### src/rtl/instr_fetch_unit_if.sv
// Fetch-stage bundle: imem request/response, redirect and
// decode-side instruction handshake.
interface instr_fetch_unit_if;
  logic        imem_req_valid;
  logic        imem_req_ready;
  logic [31:0] imem_req_addr;
  logic        imem_rsp_valid;
  logic [31:0] imem_rsp_data;
  logic        redirect_valid;
  logic [31:0] redirect_pc;
  logic        inst_valid;
  logic        inst_ready;
  logic [31:0] inst;
  logic [31:0] inst_pc;

  modport master (
    output imem_req_valid,
    output imem_req_addr,
    input  imem_req_ready,
    input  imem_rsp_valid,
    input  imem_rsp_data,
    input  redirect_valid,
    input  redirect_pc,
    output inst_valid,
    output inst,
    output inst_pc,
    input  inst_ready
  );

  modport slave (
    input  imem_req_valid,
    input  imem_req_addr,
    output imem_req_ready,
    output imem_rsp_valid,
    output imem_rsp_data,
    output redirect_valid,
    output redirect_pc,
    input  inst_valid,
    input  inst,
    input  inst_pc,
    output inst_ready
  );
endinterface

### src/rtl/instr_fetch_unit.sv
// RV32I fetch stage: PC, credit-limited imem requests,
// in-flight tag queue and instruction buffer toward decode.
module instr_fetch_unit #(
  parameter logic [31:0] RESET_PC   = 32'h0000_0000,
  parameter int          FIFO_DEPTH = 2,
  parameter logic [31:0] NOP_INSTR  = 32'h0000_0013
) (
  input logic                 clk,
  input logic                 rst_n,
  instr_fetch_unit_if.master  bus
);

  localparam int AW = (FIFO_DEPTH > 1) ? $clog2(FIFO_DEPTH) : 1;
  localparam int CW = AW + 1;

  typedef logic [AW-1:0] ptr_t;
  typedef logic [CW-1:0] cnt_t;

  localparam cnt_t DEPTH = cnt_t'(FIFO_DEPTH);

  logic [31:0] pc_q, pc_d;
  cnt_t        out_q, out_d;
  cnt_t        drop_q, drop_d;
  cnt_t        cnt_q, cnt_d;
  logic [31:0] tag_q [FIFO_DEPTH];
  logic [31:0] tag_d [FIFO_DEPTH];
  ptr_t        tag_wp_q, tag_wp_d;
  ptr_t        tag_rp_q, tag_rp_d;
  logic [31:0] bpc_q [FIFO_DEPTH];
  logic [31:0] bpc_d [FIFO_DEPTH];
  logic [31:0] bins_q [FIFO_DEPTH];
  logic [31:0] bins_d [FIFO_DEPTH];
  ptr_t        bwp_q, bwp_d;
  ptr_t        brp_q, brp_d;

  logic        req_valid;
  logic        req_fire;
  logic        rsp;
  logic        redir;
  logic        push;
  logic        pop;
  logic        head_v;
  logic [CW:0] used;

  assign redir  = bus.redirect_valid;
  assign rsp    = bus.imem_rsp_valid;
  assign head_v = (cnt_q != '0);
  assign used   = {1'b0, out_q} + {1'b0, cnt_q};

  // Gated by rst_n so the request drops the instant reset asserts.
  assign req_valid = rst_n && !redir
                   && (used < {1'b0, DEPTH});
  assign req_fire  = req_valid && bus.imem_req_ready;

  always_comb begin
    pc_d     = pc_q;
    out_d    = out_q;
    drop_d   = drop_q;
    cnt_d    = cnt_q;
    tag_d    = tag_q;
    tag_wp_d = tag_wp_q;
    tag_rp_d = tag_rp_q;
    bpc_d    = bpc_q;
    bins_d   = bins_q;
    bwp_d    = bwp_q;
    brp_d    = brp_q;
    push     = 1'b0;
    pop      = 1'b0;

    if (req_fire) begin
      tag_d[tag_wp_q] = pc_q;
      tag_wp_d        = tag_wp_q + ptr_t'(1);
      pc_d            = pc_q + 32'd4;
    end
    if (rsp) begin
      tag_rp_d = tag_rp_q + ptr_t'(1);
    end
    out_d = out_q + cnt_t'(req_fire) - cnt_t'(rsp);

    if (redir) begin
      pc_d   = bus.redirect_pc & 32'hFFFF_FFFC;
      drop_d = out_q - cnt_t'(rsp);
      cnt_d  = '0;
      bwp_d  = '0;
      brp_d  = '0;
    end else begin
      push = rsp && (drop_q == '0);
      pop  = head_v && bus.inst_ready;
      if (rsp && (drop_q != '0)) begin
        drop_d = drop_q - cnt_t'(1);
      end
      if (push) begin
        bpc_d[bwp_q]  = tag_q[tag_rp_q];
        bins_d[bwp_q] = bus.imem_rsp_data;
        bwp_d         = bwp_q + ptr_t'(1);
      end
      if (pop) begin
        brp_d = brp_q + ptr_t'(1);
      end
      cnt_d = cnt_q + cnt_t'(push) - cnt_t'(pop);
    end
  end

  always_ff @(posedge clk or negedge rst_n) begin
    if (!rst_n) begin
      pc_q     <= RESET_PC;
      out_q    <= '0;
      drop_q   <= '0;
      cnt_q    <= '0;
      tag_q    <= '{default: '0};
      tag_wp_q <= '0;
      tag_rp_q <= '0;
      bpc_q    <= '{default: '0};
      bins_q   <= '{default: '0};
      bwp_q    <= '0;
      brp_q    <= '0;
    end else begin
      assert (!(rsp && out_q == '0));
      pc_q     <= pc_d;
      out_q    <= out_d;
      drop_q   <= drop_d;
      cnt_q    <= cnt_d;
      tag_q    <= tag_d;
      tag_wp_q <= tag_wp_d;
      tag_rp_q <= tag_rp_d;
      bpc_q    <= bpc_d;
      bins_q   <= bins_d;
      bwp_q    <= bwp_d;
      brp_q    <= brp_d;
    end
  end

  assign bus.imem_req_valid = req_valid;
  assign bus.imem_req_addr  = pc_q;
  assign bus.inst_valid     = head_v;
  assign bus.inst    = head_v ? bins_q[brp_q] : NOP_INSTR;
  assign bus.inst_pc = head_v ? bpc_q[brp_q] : 32'h0;

endmodule

### src/flat_wrapper.sv
// flat-port wrapper written by rule: the top's interface ports become plain ports
module instr_fetch_unit_flat 
#(
  parameter logic [31:0] RESET_PC   = 32'h0000_0000,
  parameter int          FIFO_DEPTH = 2,
  parameter logic [31:0] NOP_INSTR  = 32'h0000_0013
)
  (clk, rst_n, bus_imem_req_valid, bus_imem_req_addr, bus_imem_req_ready, bus_imem_rsp_valid, bus_imem_rsp_data, bus_redirect_valid, bus_redirect_pc, bus_inst_valid, bus_inst, bus_inst_pc, bus_inst_ready);
  instr_fetch_unit_if bus_i ();
  input logic clk;
  input logic rst_n;
  output wire logic [$bits(bus_i.imem_req_valid)-1:0] bus_imem_req_valid;
  output wire logic [$bits(bus_i.imem_req_addr)-1:0] bus_imem_req_addr;
  input wire logic [$bits(bus_i.imem_req_ready)-1:0] bus_imem_req_ready;
  input wire logic [$bits(bus_i.imem_rsp_valid)-1:0] bus_imem_rsp_valid;
  input wire logic [$bits(bus_i.imem_rsp_data)-1:0] bus_imem_rsp_data;
  input wire logic [$bits(bus_i.redirect_valid)-1:0] bus_redirect_valid;
  input wire logic [$bits(bus_i.redirect_pc)-1:0] bus_redirect_pc;
  output wire logic [$bits(bus_i.inst_valid)-1:0] bus_inst_valid;
  output wire logic [$bits(bus_i.inst)-1:0] bus_inst;
  output wire logic [$bits(bus_i.inst_pc)-1:0] bus_inst_pc;
  input wire logic [$bits(bus_i.inst_ready)-1:0] bus_inst_ready;
  assign bus_imem_req_valid = bus_i.imem_req_valid;
  assign bus_imem_req_addr = bus_i.imem_req_addr;
  assign bus_i.imem_req_ready = bus_imem_req_ready;
  assign bus_i.imem_rsp_valid = bus_imem_rsp_valid;
  assign bus_i.imem_rsp_data = bus_imem_rsp_data;
  assign bus_i.redirect_valid = bus_redirect_valid;
  assign bus_i.redirect_pc = bus_redirect_pc;
  assign bus_inst_valid = bus_i.inst_valid;
  assign bus_inst = bus_i.inst;
  assign bus_inst_pc = bus_i.inst_pc;
  assign bus_i.inst_ready = bus_inst_ready;
  instr_fetch_unit #(.RESET_PC(RESET_PC), .FIFO_DEPTH(FIFO_DEPTH), .NOP_INSTR(NOP_INSTR)) u_core (.clk(clk), .rst_n(rst_n), .bus(bus_i));
endmodule
### config.mk
export PLATFORM = sky130hd
export DESIGN_NAME = instr_fetch_unit_flat
export DESIGN_NICKNAME = d
export VERILOG_FILES = /design/src/rtl/instr_fetch_unit_if.sv /design/src/rtl/instr_fetch_unit.sv /design/src/flat_wrapper.sv
export SDC_FILE = /design/constraint.sdc
export NUM_CORES = 1
export LEC_CHECK = 0
export BUFFER_PORTS_ARGS = -buffer_cell sky130_fd_sc_hd__buf_2
export CORE_MARGIN = 1.5
export CORE_UTILIZATION = 59
export CTS_BUF_LIST = sky130_fd_sc_hd__clkbuf_2
export CTS_CLUSTER_DIAMETER = 50
export CTS_CLUSTER_SIZE = 16
export DETAILED_ROUTE_END_ITERATION = 10
export PLACE_DENSITY_LB_ADDON = 0.2
export SLEW_MARGIN = 20
export SYNTH_ARGS = -nofsm -noshare
export SYNTH_HDL_FRONTEND = slang
export SYNTH_SLANG_ARGS = --single-unit
### constraint.sdc
create_clock -name clk -period 2.9 [get_ports clk]
set_input_delay 0.435 -clock clk [delete_from_list [all_inputs] [get_ports clk]]
set_output_delay 0.435 -clock clk [all_outputs]
set_load 0.1 [all_outputs]
==> flow_summary.ini, run 1 <==
[setup_path]
timing.rr.start = u_core.cnt_q[1]
rrSetupSlack_ps = 240
crit_family = adder cells
crit_type = flip-flop to output port
reg2reg_to = u_core.bus.imem_req_addr[16]
cp_max_fo = 3
critPathBufInv = 2
crit_path_start_kind = flip-flop
crit_required_ps = 2470
ff2ff_path_depth = 6
cp_slowest_cell = fa_2
slowest_delay_ps = 540
crit_chain = fa_2 > nor4b_4 > buf_4 > buf_12
endpoint_kind = output port
crit_arrival_ps = 2380

[synthesis]
ys_seq_area_share_pct = 54.4
synth.area.top_cells = dfrtp_1 (54%), mux2_2 (13%), mux2i_1 (9.2%)
synth_warnings = 0
syn_area_per_cell_um2 = 11.3
ys_types = 45
synth_top_cell_by_area = dfrtp_1
synth-main-ff-cell = dfrtp_1
synth-seq-cells = 224
syn-cell-area_um2 = 10300
async_flop_share_pct = 100
synth.most_common_cell = dfrtp_1
synth_cells = 909
yosysTopAreaCellShare_pct = 54.4
synth_edf_count = 0
synth_top_cells_by_count = dfrtp_1 (224), mux2_2 (121), nor2_1 (114), mux2i_1 (95), nand2_1 (64)

[pwr]
comb_power_share_pct = 53.6
vdd_drop_max_v = 0.000935
switching_share_pct = 50.2
p_sw_mw = 6.89
power_mw = 13.7
power_frac_seq_pct = 37.2
p_per_area_nw_per_um2 = 1100
power.internal_mw = 6.83
power_leakage_nw = 5.72
clkPwrFrac_pct = 9.2

[floorplan]
floorplan.die.width_um = 135
core_um2 = 17200
fp.dieH_um = 135
floorplan.initialDensity_pct = 60.0
io_pins = 168
rows = 48
dieArea_um2 = 18300

[clock_network]
cts_sinks = 224
h-tree-depth = 1
cts_root_buffer = clkbuf_2
clock_path_buffers = 3
clk_pin_slew_ps = 250
cts_buffers = 19
worstSkewPairLatency_ps = 770
cts_tree = built

[status]
status = completed

[detailed_routing]
wire_per_inst_um = 16.9
vias = 7652
ant_nets = 0
routed_via_density = 5.63
drt_iter0_drc = 439
dr.pass1.iters = 5
drcViolationCount = 0
drt-total-wl_um = 23000

[sta]
setup_viol = 0
slew_violations = 0
tightest_slew_ps = 941
slew_headroom_pct = 37.2
max_freq_mhz = 355
tns_ps = 0
layout_min_cycle_time_ps = 2810
clock_skew_ps = 44.7
fin_crit_sh_pct = 97.0
final-hold-violation-count = 0
rsz0062_at_grt = true

[place]
dp.final_hpwl_um = 14900
portBuffers = 161
gp_congestion = 0.873

[grt]
grt_util_all_layers_pct = 26.1
grt_max_degree = 78
grt_pass1_wl_um = 38000
grt_pass1_vias = 7580
antenna_found_initial = 1
overflow = 0

[cells_and_area]
nets = 1204
drive_gt1_share_pct = 36.1
areaGrowthSynthToFinish_pct = 21.2
fill_cells = 1250

[hold_path]
hp-class = primary input to async pin

[flow_run]
max_cap_viol_count = 0
## registers in the layout (all words and copies together) (netlist names), 2 cells and up
signal                    cells
u_core.drop_q                 2
u_core.bus.imem_req_addr     30
u_core.tag_q                 60
u_core.out_q                  2
u_core.cnt_q                  2
u_core.bins_q                64
u_core.bpc_q                 60
## area by class of cell
type | count | area, um2 | area share, %
clock buffers | 19 | 95.1 | 0.762
inverters | 13 | 48.8 | 0.391
well taps | 225 | 282 | 2.26
clock inverters | 9 | 75.1 | 0.602
flip-flops and latches | 224 | 5610 | 44.9
diodes | 1 | 2.50 | 0.0201
repair buffers | 258 | 1800 | 14.4
multi-input cells | 611 | 4570 | 36.6
## layer usage
layer	track usage [%]	wire length [um]	share of wire, %	up-vias
li1	-	-	-	3627
met2	43.2	11000	48	215
met4	6.15	354	1.5	0
met3	3.30	1170	5.1	27
met5	0	0	0	-
met1	37.2	10600	46	3783
## cell usage in the layout (no fill, tap or decap), types with 3 or more instances in the layout
cell type and instances:
a21oi_1 31, a22oi_1 3, a31oi_1 14, buf_12 6, buf_2 158, buf_4 25, clkbuf_2 19, clkinv_2 4
conb_1 4, dfrtp_1 223, dlygate4sd3_1 66, ha_1 6, inv_1 11, inv_2 3, mux2_2 121, mux2i_1 95
nand2_1 64, nand3_1 13, nand4_1 12, nor2_1 56, nor2_2 56, nor2b_1 4, nor3_1 3, nor4_1 7
o21ai_0 46, o31ai_1 13, or3_1 5, or4_1 15, xnor2_1 10, xor2_1 7
## power groups by stage
stage                     clock, mW  sequential (mW)  combinational, mW
after floorplan                   0             5.23               5.77
after global placement            0             5.16               7.07
after detailed placement          0             5.22               7.19
after CTS                      1.32             5.11               7.34
after global routing           1.43             5.28               7.81
final                          1.26             5.11               7.36
## through the flow
step	worst slack (ps)	cell area, um2	hold WS (ps)	cells	utilization [%]
4_1_cts	10.4	12500	11.8	1357	72.5
3_5_place_dp	239	11600	246	1260	67.5
3_3_place_gp	286	11600	246	1260	67.5
2_1_floorplan	-434	10500	139	912	-
6_report	86.0	12500	62.6	1360	72.7
5_1_grt	-68.9	12500	40.4	1360	72.7
## timing repair
action / CTS / global route
pin swaps: 3 / 0
buffers inserted: 3 / 2
gates resized for setup: 1 / 2
endpoints found under the setup margin: 43 / 16
cloned: 0 / 0
hold endpoints to repair: 191 / 0
hold buffers: 66 / 0
## worst max path at each step
stage,startpoint,endpoint,slack (ps),depth (start not counted)
4_1_cts,u_core.brp_q,bus_inst[14],10,4
6_report,u_core.cnt_q[1],bus_imem_req_valid,90,4
3_5_place_dp,u_core.cnt_q[0],u_core.bus.imem_req_addr[14],240,8
5_1_grt,u_core.cnt_q[0],bus_imem_req_valid,-70,6
3_3_place_gp,u_core.cnt_q[0],u_core.bus.imem_req_addr[14],290,8
2_1_floorplan,u_core.cnt_q[0],u_core.tag_q[39],-430,9
## kinds of logic after synthesis
logic type      synth area share, %
xor+xnor                       1.45
simple gates                   11.4
other cells                  0.0364
buf+inv                        3.01
fa+ha+maj                     0.923
compound gates                 6.15
flops                          54.4
mux                            22.6
Note: power is estimated with default switching activity, not from simulation.
==> run 2: changes to the inputs <==
--- a/config.mk
+++ b/config.mk
@@ -5,9 +5,12 @@
 export SDC_FILE = /design/constraint.sdc
 export NUM_CORES = 1
 export LEC_CHECK = 0
+export ABC_AREA = 1
 export BUFFER_PORTS_ARGS = -buffer_cell sky130_fd_sc_hd__buf_2
+export CELL_PAD_IN_SITES_DETAIL_PLACEMENT = 0
+export CELL_PAD_IN_SITES_GLOBAL_PLACEMENT = 1
 export CORE_MARGIN = 1.5
-export CORE_UTILIZATION = 59
+export CORE_UTILIZATION = 44
 export CTS_BUF_LIST = sky130_fd_sc_hd__clkbuf_2
 export CTS_CLUSTER_DIAMETER = 50
 export CTS_CLUSTER_SIZE = 16
==> flow_summary.ini, run 2 <==
[synthesis]
synth.most_common_cell = nand2_1
async_flop_share_pct = 100
synth_top_cells_by_count = nand2_1 (454), dfrtp_1 (224), o21ai_0 (158), inv_1 (131), a21oi_1 (62)
yosysTopAreaCellShare_pct = 52.0
syn-cell-area_um2 = 10800
ys_seq_area_share_pct = 52.0
synth_top_cell_by_area = dfrtp_1
synth-main-ff-cell = dfrtp_1
synth_warnings = 0
ys_types = 35
synth_edf_count = 0
synth.area.top_cells = dfrtp_1 (52%), nand2_1 (16%), o21ai_0 (7.3%)
synth_cells = 1320
syn_area_per_cell_um2 = 8.17
synth-seq-cells = 224

[pwr]
p_sw_mw = 6.90
power.internal_mw = 7.42
power_frac_seq_pct = 35.8
clkPwrFrac_pct = 12.4
switching_share_pct = 48.2
power_leakage_nw = 6.83
p_per_area_nw_per_um2 = 1020
comb_power_share_pct = 51.8
vdd_drop_max_v = 0.000592

[sta]
layout_min_cycle_time_ps = 2780
slew_headroom_pct = 41.7
final-hold-violation-count = 0
fin_ws_ps = 118
setup_viol = 0
whs_ps = 292
rsz0062_at_grt = true
max_freq_mhz = 359
tns_ps = 0
tightest_slew_ps = 874
clock_skew_ps = 54.4
slew_violations = 0
fin_crit_sh_pct = 95.9

[floorplan]
dieArea_um2 = 25500
core_um2 = 24200
fp.dieH_um = 160
io_pins = 168
rows = 57
floorplan.die.width_um = 160
floorplan.initialDensity_pct = 44.6

[setup_path]
cp-startpoint = u_core.cnt_q[0]
critPathCapture = bus_imem_req_valid
crit_chain = nand2_1 > inv_1 > fa_1 > nor2_4 > nand3_2 > inv_2 > buf_12
endpoint_kind = output port
crit_type = flip-flop to output port
cp_slowest_cell = fa_1
reg2reg_to = u_core.bus.imem_req_addr[3]
rrSetupSlack_ps = 240
timing.rr.start = u_core.cnt_q[0]
crit_required_ps = 2470
ff2ff_path_depth = 11
slowest_delay_ps = 480
cp_max_fo = 3
crit_arrival_ps = 2350
crit_path_start_kind = flip-flop

[cells_and_area]
final_area_um2 = 14000
instances_no_fill = 1885
nets = 1616
final_common_cell = nand2_1
largest_register = u_core.bins_q
reg_top3 = u_core.bins_q: 64 flops, u_core.bpc_q: 60 flops, u_core.tag_q: 60 flops
largest_reg_flops = 64
drive_gt1_share_pct = 21.7
areaGrowthSynthToFinish_pct = 29.6
layout_common_cells = nand2_1 (454), dfrtp_1 (222), o21ai_0 (158)
fill_cells = 2258

[detailed_routing]
dr.pass1.iters = 5
drt-total-wl_um = 26500
drt_iter0_drc = 728
routed_via_density = 4.79
wire_per_inst_um = 14.0
drcViolationCount = 0
vias = 9024
ant_nets = 0

[grt]
grt_pass1_vias = 8808
overflow = 0
grt_util_all_layers_pct = 21.3
grt_max_degree = 143
antenna_found_initial = 1
grt_pass1_wl_um = 44400

[flow_run]
max_cap_viol_count = 0

[hold_path]
hp-class = primary input to async pin

[clock_network]
worstSkewPairLatency_ps = 850
h-tree-depth = 1
clk_pin_slew_ps = 190
clock_path_buffers = 3
cts_buffers = 28
cts_sinks = 224
cts_root_buffer = clkbuf_2
cts_tree = built

[place]
gp_congestion = 0.814
place_area_um2 = 12800
post-place-ws_ps = 652
dp.final_hpwl_um = 17400
portBuffers = 161
placedCellCount = 1757

[status]
status = completed
run 2: layer usage:
layer | share of wire (%) | wire, um | GRT usage [%] | up-vias
met5 | 0 | 0 | 0 | -
met4 | 1.6 | 429 | 4.76 | 0
met3 | 4.9 | 1300 | 2.84 | 33
met2 | 46 | 12100 | 34.7 | 217
met1 | 48 | 12700 | 30.3 | 4125
li1 | - | - | - | 4649
run 2: cell families (layout without fill, tap and decap cells):
logic type / after synthesis / in the layout / synth area share (%)
AO/OA/AOI/OAI: 279 / 279 / 14.2
XOR/XNOR: 8 / 8 / 0.650
adder cells (fa/ha/maj): 7 / 7 / 0.882
buffers and inverters: 208 / 445 / 8.25
flip-flops: 224 / 224 / 52.0
multiplexers: 30 / 30 / 3.13
other: 1 / 5 / 0.0348
AND/OR/NAND/NOR: 563 / 563 / 20.8
run 2: worst min-delay path by stage:
stage	startpoint	endpoint	slack (ps)	cells past startpoint
5_1_grt	bus_redirect_pc[9]	u_core.bus.imem_req_addr[9]	230	4
3_5_place_dp	rst_n	u_core.cnt_q[0]	280	1
6_report	rst_n	u_core.bpc_q[4]	290	3
2_1_floorplan	rst_n	u_core.bins_q[0]	140	0
4_1_cts	bus_redirect_pc[15]	u_core.bus.imem_req_addr[15]	250	4
3_3_place_gp	rst_n	u_core.cnt_q[1]	280	1
run 2: area by class of cell:
| type | instances | area [um2] | share of cell area [%] |
|---|---|---|---|
| Timing Repair Buffer | 259 | 2720 | 19.4 |
| Clock buffer | 33 | 165 | 1.18 |
| Inverter | 135 | 510 | 3.65 |
| Sequential cell | 224 | 5610 | 40.1 |
| Multi-Input combinational cell | 891 | 4380 | 31.4 |
| Antenna cell | 1 | 2.50 | 0.0179 |
| Clock inverter | 18 | 183 | 1.31 |
| Tap cell | 324 | 405 | 2.90 |
run 2: power groups by stage:
stage	clock network, mW	logic, mW	registers [mW]
3_5_place_dp	0	7.21	5.22
5_1_grt	1.99	7.97	5.30
3_3_place_gp	0	7.13	5.19
6_report	1.77	7.42	5.13
2_1_floorplan	0	4.55	5.65
4_1_cts	1.84	7.42	5.13
run 2: what timing repair did:
item                                    in CTS  in global routing
buffers inserted                             4                  2
endpoints found under the setup margin      47                 35
gates resized for setup                     11                 12
endpoints found under the hold margin      325                  0
hold buffers                                70                  0
pin swaps                                    1                  0
run 2: critical path: cells and delay by family (launching register included):
kind | cells | cell delay (ps)
adders and majority gates | 1 | 480
buffers and inverters | 3 | 300
DFF | 1 | 450
and+or+nand+nor | 3 | 280
run 2: stage by stage:
step	power, mW	util, %
after floorplan	10.2	-
after global placement	12.3	52.9
after detailed placement	12.4	52.9
after CTS	14.4	57.6
after global routing	15.3	57.8
final	14.3	57.8
